**src/rtl/multicycle_controller.sv**
```systemverilog
// Main control FSM for the multicycle LEGv8 core.
// Walks each instruction through FETCH/DECODE/EXECUTE/MEMORY/WRITEBACK against a
// variable-latency memory, counts retired instructions and stops on halt or bus error.
module multicycle_controller #(
    parameter int MEM_TIMEOUT = 16,
    parameter int RETIRE_W    = 32
) (
    input  logic                clk,
    input  logic                reset,
    input  logic [10:0]         opcode,
    input  logic                branch_taken,
    input  logic                mem_ready,
    input  logic                halt_req,
    output logic                ir_write,
    output logic                pc_write,
    output logic                pc_src,
    output logic                iord,
    output logic                mem_read,
    output logic                mem_write,
    output logic                alu_src_imm,
    output logic [1:0]          imm_sel,
    output logic                reg_write,
    output logic                mem_to_reg,
    output logic                illegal,
    output logic                bus_error,
    output logic                halted,
    output logic [RETIRE_W-1:0] retired
);

    localparam int            TW       = $clog2(MEM_TIMEOUT) + 1;
    localparam logic [TW-1:0] TMO_LAST = TW'(MEM_TIMEOUT - 1);

    // Opcode fields (instruction[31:21]); narrower formats compare only their top bits.
    localparam logic [10:0] OP_ADD   = 11'b10001011000;
    localparam logic [10:0] OP_SUB   = 11'b11001011000;
    localparam logic [10:0] OP_AND   = 11'b10001010000;
    localparam logic [10:0] OP_ORR   = 11'b10101010000;
    localparam logic [10:0] OP_EOR   = 11'b11001010000;
    localparam logic [10:0] OP_LSL   = 11'b11010011011;
    localparam logic [10:0] OP_LSR   = 11'b11010011010;
    localparam logic [9:0]  OP_ADDI  = 10'b1001000100;
    localparam logic [9:0]  OP_SUBI  = 10'b1101000100;
    localparam logic [9:0]  OP_ANDI  = 10'b1001001000;
    localparam logic [9:0]  OP_ORRI  = 10'b1011001000;
    localparam logic [9:0]  OP_EORI  = 10'b1101001000;
    localparam logic [10:0] OP_LDUR  = 11'b11111000010;
    localparam logic [10:0] OP_STUR  = 11'b11111000000;
    localparam logic [7:0]  OP_CBZ   = 8'b10110100;
    localparam logic [7:0]  OP_CBNZ  = 8'b10110101;
    localparam logic [7:0]  OP_BCOND = 8'b01010100;
    localparam logic [5:0]  OP_B     = 6'b000101;

    typedef enum logic [2:0] {
        S_FETCH, S_DECODE, S_EXECUTE, S_MEMORY, S_WRITEBACK, S_HALT
    } state_t;

    typedef enum logic [2:0] {
        C_R, C_IMM, C_LD, C_ST, C_CB, C_B, C_ILL
    } cls_t;

    state_t              state_q, state_d;
    cls_t                cls_q, cls_d, dec_cls;
    logic [TW-1:0]       tmo_q, tmo_d;
    logic                bus_error_q, bus_error_d;
    logic [RETIRE_W-1:0] retired_q, retired_d;
    logic                tmo_hit, retire, skip;

    assign bus_error = bus_error_q;
    assign retired   = retired_q;

    // Immediate format used by the sign extender for a given class.
    function automatic logic [1:0] imm_fmt(cls_t c);
        case (c)
            C_LD, C_ST: imm_fmt = 2'd1;
            C_CB:       imm_fmt = 2'd2;
            C_B:        imm_fmt = 2'd3;
            default:    imm_fmt = 2'd0;
        endcase
    endfunction

    // Classify the opcode currently held in the IR.
    always_comb begin
        dec_cls = C_ILL;
        if (opcode == OP_ADD || opcode == OP_SUB || opcode == OP_AND || opcode == OP_ORR ||
            opcode == OP_EOR || opcode == OP_LSL || opcode == OP_LSR)
            dec_cls = C_R;
        else if (opcode[10:1] == OP_ADDI || opcode[10:1] == OP_SUBI || opcode[10:1] == OP_ANDI ||
                 opcode[10:1] == OP_ORRI || opcode[10:1] == OP_EORI)
            dec_cls = C_IMM;
        else if (opcode == OP_LDUR)
            dec_cls = C_LD;
        else if (opcode == OP_STUR)
            dec_cls = C_ST;
        else if (opcode[10:3] == OP_CBZ || opcode[10:3] == OP_CBNZ || opcode[10:3] == OP_BCOND)
            dec_cls = C_CB;
        else if (opcode[10:5] == OP_B)
            dec_cls = C_B;
    end

    // Next-state, counters and all strobes from state, class and handshake inputs.
    always_comb begin
        state_d     = state_q;
        cls_d       = cls_q;
        tmo_d       = tmo_q;
        bus_error_d = bus_error_q;
        retired_d   = retired_q;
        ir_write    = 1'b0;
        pc_write    = 1'b0;
        pc_src      = 1'b0;
        iord        = 1'b0;
        mem_read    = 1'b0;
        mem_write   = 1'b0;
        alu_src_imm = 1'b0;
        imm_sel     = 2'd0;
        reg_write   = 1'b0;
        mem_to_reg  = 1'b0;
        illegal     = 1'b0;
        halted      = 1'b0;
        retire      = 1'b0;
        skip        = 1'b0;
        tmo_hit     = !mem_ready && (tmo_q == TMO_LAST);

        case (state_q)
            S_FETCH: begin
                if (tmo_hit) begin
                    // Request is dropped in the timeout cycle itself.
                    bus_error_d = 1'b1;
                    state_d     = S_HALT;
                end else begin
                    mem_read = 1'b1;
                    if (mem_ready) begin
                        ir_write = 1'b1;
                        state_d  = S_DECODE;
                    end else begin
                        tmo_d = tmo_q + TW'(1);
                    end
                end
            end
            S_DECODE: begin
                cls_d   = dec_cls;
                imm_sel = imm_fmt(dec_cls);
                if (dec_cls == C_ILL) begin
                    illegal  = 1'b1;
                    pc_write = 1'b1;
                    skip     = 1'b1;
                end else begin
                    state_d = S_EXECUTE;
                end
            end
            S_EXECUTE: begin
                imm_sel     = imm_fmt(cls_q);
                alu_src_imm = (cls_q == C_IMM) || (cls_q == C_LD) || (cls_q == C_ST);
                case (cls_q)
                    C_LD, C_ST: begin
                        state_d = S_MEMORY;
                        tmo_d   = '0;
                    end
                    C_CB: begin
                        pc_write = 1'b1;
                        pc_src   = branch_taken;
                        retire   = 1'b1;
                    end
                    C_B: begin
                        pc_write = 1'b1;
                        pc_src   = 1'b1;
                        retire   = 1'b1;
                    end
                    default: state_d = S_WRITEBACK;
                endcase
            end
            S_MEMORY: begin
                iord    = 1'b1;
                imm_sel = imm_fmt(cls_q);
                if (tmo_hit) begin
                    bus_error_d = 1'b1;
                    state_d     = S_HALT;
                end else begin
                    mem_read  = (cls_q == C_LD);
                    mem_write = (cls_q != C_LD);
                    if (mem_ready) begin
                        if (cls_q == C_LD) begin
                            state_d = S_WRITEBACK;
                        end else begin
                            pc_write = 1'b1;
                            retire   = 1'b1;
                        end
                    end else begin
                        tmo_d = tmo_q + TW'(1);
                    end
                end
            end
            S_WRITEBACK: begin
                imm_sel    = imm_fmt(cls_q);
                reg_write  = 1'b1;
                mem_to_reg = (cls_q == C_LD);
                pc_write   = 1'b1;
                retire     = 1'b1;
            end
            S_HALT: begin
                halted = 1'b1;
                if (!bus_error_q && !halt_req) begin
                    state_d = S_FETCH;
                    tmo_d   = '0;
                end
            end
            default: state_d = S_FETCH;
        endcase

        // Instruction boundary: halt_req is only honoured here.
        if (retire || skip) begin
            state_d = halt_req ? S_HALT : S_FETCH;
            tmo_d   = '0;
        end
        if (retire)
            retired_d = retired_q + RETIRE_W'(1);

        // Nothing leaves the controller during the reset cycle.
        if (reset) begin
            ir_write    = 1'b0;
            pc_write    = 1'b0;
            pc_src      = 1'b0;
            iord        = 1'b0;
            mem_read    = 1'b0;
            mem_write   = 1'b0;
            alu_src_imm = 1'b0;
            imm_sel     = 2'd0;
            reg_write   = 1'b0;
            mem_to_reg  = 1'b0;
            illegal     = 1'b0;
            halted      = 1'b0;
        end
    end

    // State, class, timeout, sticky bus error and retire count registers.
    always_ff @(posedge clk) begin
        if (reset) begin
            state_q     <= S_FETCH;
            cls_q       <= C_R;
            tmo_q       <= '0;
            bus_error_q <= 1'b0;
            retired_q   <= '0;
        end else begin
            state_q     <= state_d;
            cls_q       <= cls_d;
            tmo_q       <= tmo_d;
            bus_error_q <= bus_error_d;
            retired_q   <= retired_d;
        end
    end

endmodule

```
**config.mk**
```make
export PLATFORM = sky130hd
export DESIGN_NAME = multicycle_controller
export DESIGN_NICKNAME = d
export VERILOG_FILES = /design/src/rtl/multicycle_controller.sv
export SDC_FILE = /design/constraint.sdc
export NUM_CORES = 1
export LEC_CHECK = 0
export CAP_MARGIN = 40
export CORE_MARGIN = 3
export CORE_UTILIZATION = 45
export DETAILED_ROUTE_END_ITERATION = 8
export GPL_TIMING_DRIVEN = 0
export MAX_ROUTING_LAYER = met4
export PLACE_DENSITY_LB_ADDON = 0.1
export SLEW_MARGIN = 20
export SYNTH_ARGS = -nofsm -noshare
export SYNTH_HDL_FRONTEND = slang
export SYNTH_SLANG_ARGS = --single-unit
export TNS_END_PERCENT = 10
```
**constraint.sdc**
```tcl
create_clock -name clk -period 2.3 [get_ports clk]
set_clock_uncertainty 0.15 [all_clocks]
set_input_delay 0.46 -clock clk [delete_from_list [all_inputs] [get_ports clk]]
set_output_delay 0.46 -clock clk [all_outputs]
set_load 0.02 [all_outputs]
```
After elaboration in Yosys (flattened, before gate mapping)
Index checks and enable logic that the tools add are counted.
- $add $sub $neg: 2
- eq/ne operators: 46
- multiplexer cells: 60
- reductions and logical operators: 31
- operator list (kind ; count):
    $eq 11x11->1 const B ; 9
    $eq 10x10->1 const B ; 5
    $mux 3 ; 13
    $add 32x1->32 const B ; 1
    $mux 1 ; 30
    $eq 3x3->1 const B ; 7
    $mux 5 ; 4
    $eq 3x2->1 const B ; 6
    $pmux 3 s6 ; 1
    $eq 8x8->1 const B ; 2
    $logic_or 1x1->1 ; 15
    $pmux 5 s3 ; 1
    $ne 4x4->1 const B ; 3
    $pmux 2 s3 ; 2
    $ne 2x2->1 const B ; 5
    $reduce_or 2->1 ; 5
    $ne 3x3->1 const B ; 3
    $eq 8x7->1 const B ; 1
    $reduce_and 7->1 ; 1
    $eq 3x1->1 const B ; 2
    $eq 6x3->1 const B ; 1
    $mux 2 ; 3
    $pmux 3 s2 ; 1
    $add 5x1->5 const B ; 1
    other kinds (13) ; 17
- bits in registers: 44
- input bits: 16
- output and inout bits: 46
- logic and storage cells: 144

Logic depth before layout (Yosys ltp)
- word-level depth: 14
- depth in mapped cells: 9

Least setup slack after synthesis
No wires, ideal clock.
- path type: register -> output
- from: register tmo_q[0]
- to: output port mem_read
- data arrival time: 2.232 ns
- slack: -0.542 ns
- cell stages (with the launch flop): 6
- buffers on the path: 0
- cells stage by stage: dfxtp_1 ha_1 and3_1 ha_1 nor2b_1 a2111oi_0
- cells in the longest elaborated chain, start to end: 5
- RTL lines (element ; RTL line ; text):
    start, declared ; 63 ; logic [TW-1:0] tmo_q, tmo_d;
    start signal, assigned ; 245 ; tmo_q <= tmo_d;
    $eq 5x4->1 * ; 121 ; tmo_hit = !mem_ready && (tmo_q == TMO_LAST);
    $logic_and 1x1->1 * ; 121 ;
    $mux 1, on equally long branches ; 174, 125 ;
    $pmux 1 s2 * ; 123 ; case (state_q)
    $mux 1 * ; 218 ; if (reset) begin
    end, declared ; 18 ; output logic mem_read,
Every way passes the cells marked *; elsewhere a longest branch is shown, timed or not.

Worst setup path in the final report
- from: input port opcode[3]
- to: output port pc_write
- cells in the longest elaborated chain, start to end: 12
- RTL lines (element ; RTL line ; text):
    start, declared ; 10 ; input logic [10:0] opcode,
    $eq 8x8->1 / $eq 11x11->1 (equally long branches) ; 94, 84 ;
    $logic_or 1x1->1, on equally long branches (2 in series) ; 94, 84 ;
    $mux 2 / $logic_or 1x1->1 (equally long branches) ; 94, 84 ;
    $mux 3 / $logic_or 1x1->1 (equally long branches) ; 92, 84 ;
    $mux 3 / $logic_or 1x1->1 (equally long branches) ; 90, 85 ;
    $mux 3 / $logic_or 1x1->1 (equally long branches) ; 87, 85 ;
    $mux 3 * ; 84 ; if (opcode == OP_ADD || opcode == OP_SUB || opcode == OP_AND || opcode == OP_ORR ||
    $eq 3x3->1 * ; 142 ; if (dec_cls == C_ILL) begin
    $mux 1 * ; 142 ;
    $pmux 1 s4 * ; 123 ;
    $mux 1 * ; 218 ;
    end, declared ; 15 ; output logic pc_write,
Marked as above.

==> metrics.txt <==
IO Pins 62; f_max between 300 and 400 MHz; fill cell count 439; top-count cell post-synth nor2_1; final antenna-violating net count 0; Overall Global Routing Usage 0.232; DRC violations left 0; Tot Pwr between 2 and 3 mW; H-tree Lvls 2; Final min period roughly 2.7 ns; Commonest cells post-synth nor2_1, dfxtp_1, xor2_1, nand2_1, nand3_1; synth top area cells dfxtp_1, xor2_1, nor2_1; Final Worst Setup Slack -0.356 ns; Synth Area in Compound Gates 0.122; Worst slew margin 0.616; share of the synthesized area in the top cell type 0.352; first-pass GRT wire length 11.8 mm; Pwr per Cell Area 730 nW/um^2; area of the mapped netlist roughly 2500 um^2; First-pass DRT Iterations 4; VDD IR-drop max between 0.0004 and 0.0005 V; worst endpoint required time 1.69 ns; top cell type by total area after synthesis dfxtp_1; post-synthesis mux area share 0.0160; final clock period utilization by the worst path 1.15; syn_nets between 300 and 400; Iter 0 DRT Violations ~230; worst-path maximum fanout 2; Hold Path Class reg2reg; Synth Area in Adders 0.0150; Die Height 80.6 um; Final setup viols 15; share of cells above drive strength 1 0.239; site row count 26; failing checks setup timing; Layout Nets around 410; DPL Wire Length about 4.7 mm; Avg Inst Size Synth approximately 8 um^2; antenna violations before repair 0; CTS Sinks 44; status finished with violations; Place WS -1.40 ns; FF+latch count, synth 44; grt total ovfl 0; IO Port Bufs slightly above 60; Root Buffer clkbuf_8; xor and xnor fraction of the mapped netlist area 0.115; Post-Synthesis Cells 316; Routed wire per std cell between 15 and 20 um; Synth Area in Simple Gates 0.353; WL final approximately 7 mm; worst-margin pin slew about 0.57 ns; CTS tree built; core area around 5200 um^2; Setup Crit Path Kind in2out; max-slew violation count 0; Cell variety after synth 48; max cap viols 0; sequential area share after synthesis 0.352; # hold bufs at CTS 0; Clock Pin Slew Worst Setup and Hold Paths roughly 0.080 ns; RSZ-0062 raised after global routing yes; CTS buffer count 5; vias in the first global route 2,641; pin count of the biggest net entering global routing 13; main combinational cell family by area after synthesis simple AND/OR/NAND/NOR gates; Die Span X around 81 um; clk buf depth 2; routed vias 2,564; CP startpoint kind input pin; Main synth FF type dfxtp_1; initial core utilization 0.478; Final Hold Violating Endpoints 0; EDFF count, synth 0; CP Capture Type output pin; die area roughly 6500 um^2; Crit path arrival time about 2.1 ns; Leakage 1.39 nW; Avg Vias per Cell between 5 and 6; worst skew pair latency between 0.2 and 0.3 ns; Post-synth ARST share 0; n_diodes 0; area grow syn2layout 46.4%; gp weighted congestion 0.867; Synth Warn # 0
## metrics by stage
| stage | area (um^2) | util | hold WS [ns] | instances | setup TNS, ns |
|---|---|---|---|---|---|
| 2_1_floorplan | 2560 | - | 0.282 | 316 | -0.823 |
| 3_3_place_gp | 3260 | 0.622 | 0.290 | 447 | -29.37 |
| 3_5_place_dp | 3260 | 0.622 | 0.296 | 447 | -29.16 |
| 4_1_cts | 3560 | 0.680 | 0.306 | 462 | -2.47 |
| 5_1_grt | 3660 | 0.700 | 0.321 | 463 | -4.32 |
| 6_report | 3660 | 0.700 | 0.306 | 463 | -3.13 |
## per-layer routing
metal / vias up / wire length (um) / track usage
met5: - / 0 / -
met4: 0 / 97 / 0.0845
met3: 11 / 391 / 0.0572
met2: 77 / 3350 / 0.375
met1: 1204 / 3150 / 0.280
li1: 1272 / - / -
## cells by family after synthesis
family | Yosys count
mux | 4
flops | 44
simple gates | 170
buf+inv | 17
xor+xnor | 33
compound gates | 45
fa+ha+maj | 3
## placed cells by master, fill, tap and decap left out, types with 4 or more instances in the layout
cell	n
xor2_1	29
and3_1	9
dfxtp_1	41
mux2i_1	4
clkdlybuf4s50_1	37
clkbuf_1	4
nand2_1	19
nor3_2	7
nand3_1	16
nor2_1	54
clkbuf_2	5
nand2b_1	7
o21ai_0	8
nand4_1	13
clkbuf_8	6
buf_6	4
nor2_2	7
buf_4	19
a31oi_4	4
a21oi_1	10
## worst paths after layout
check	depth (start not counted)	end	slack, ns	startpoint
max reg2reg	8	state_q[0]	-0.20	tmo_q[1]
min reg2reg	2	tmo_q[4]	0.31	tmo_q[4]
min	2	tmo_q[4]	0.31	tmo_q[4]
max	8	pc_write	-0.36	opcode[3]
## worst max-delay path, cell delays in order
cell	delay, ns
buf_8	0.09
or3b_4	0.41
a2111o_1	0.47
a31oi_4	0.19
nor4b_4	0.08
nor2_2	0.16
nor2_2	0.05
buf_6	0.12
## where the power goes
part / internal (mW) / total [mW] / switching, mW
clock network: 0.207 / 0.460 / 0.253
logic: 0.589 / 1.28 / 0.690
registers: 0.835 / 0.936 / 0.101
## flip-flops by register name (all words and copies together) (netlist names)
signal,flops
bus_error,1
retired,32
state_q,3
tmo_q,5
cls_q,3
## layout make-up
cell class | count | area, um^2 | share of cell area
multi-input combinational | 255 | 1820 | 0.498
sequential | 44 | 890 | 0.243
timing repair buffer | 72 | 682 | 0.186
buffer | 12 | 92.6 | 0.0253
tap | 70 | 87.6 | 0.0239
clock buffer | 6 | 72.6 | 0.0198
inverter | 3 | 11.3 | 0.00307
clock inverter | 1 | 5.00 | 0.00137
## repair_timing
action                                  4_1_cts  5_1_grt
gates resized for setup                     128       38
hold endpoints to repair                      0        0
endpoints found under the setup margin       44       45
buffers inserted                             10        1
pin swaps                                    15        5
Power figures use the tool's default switching activity.
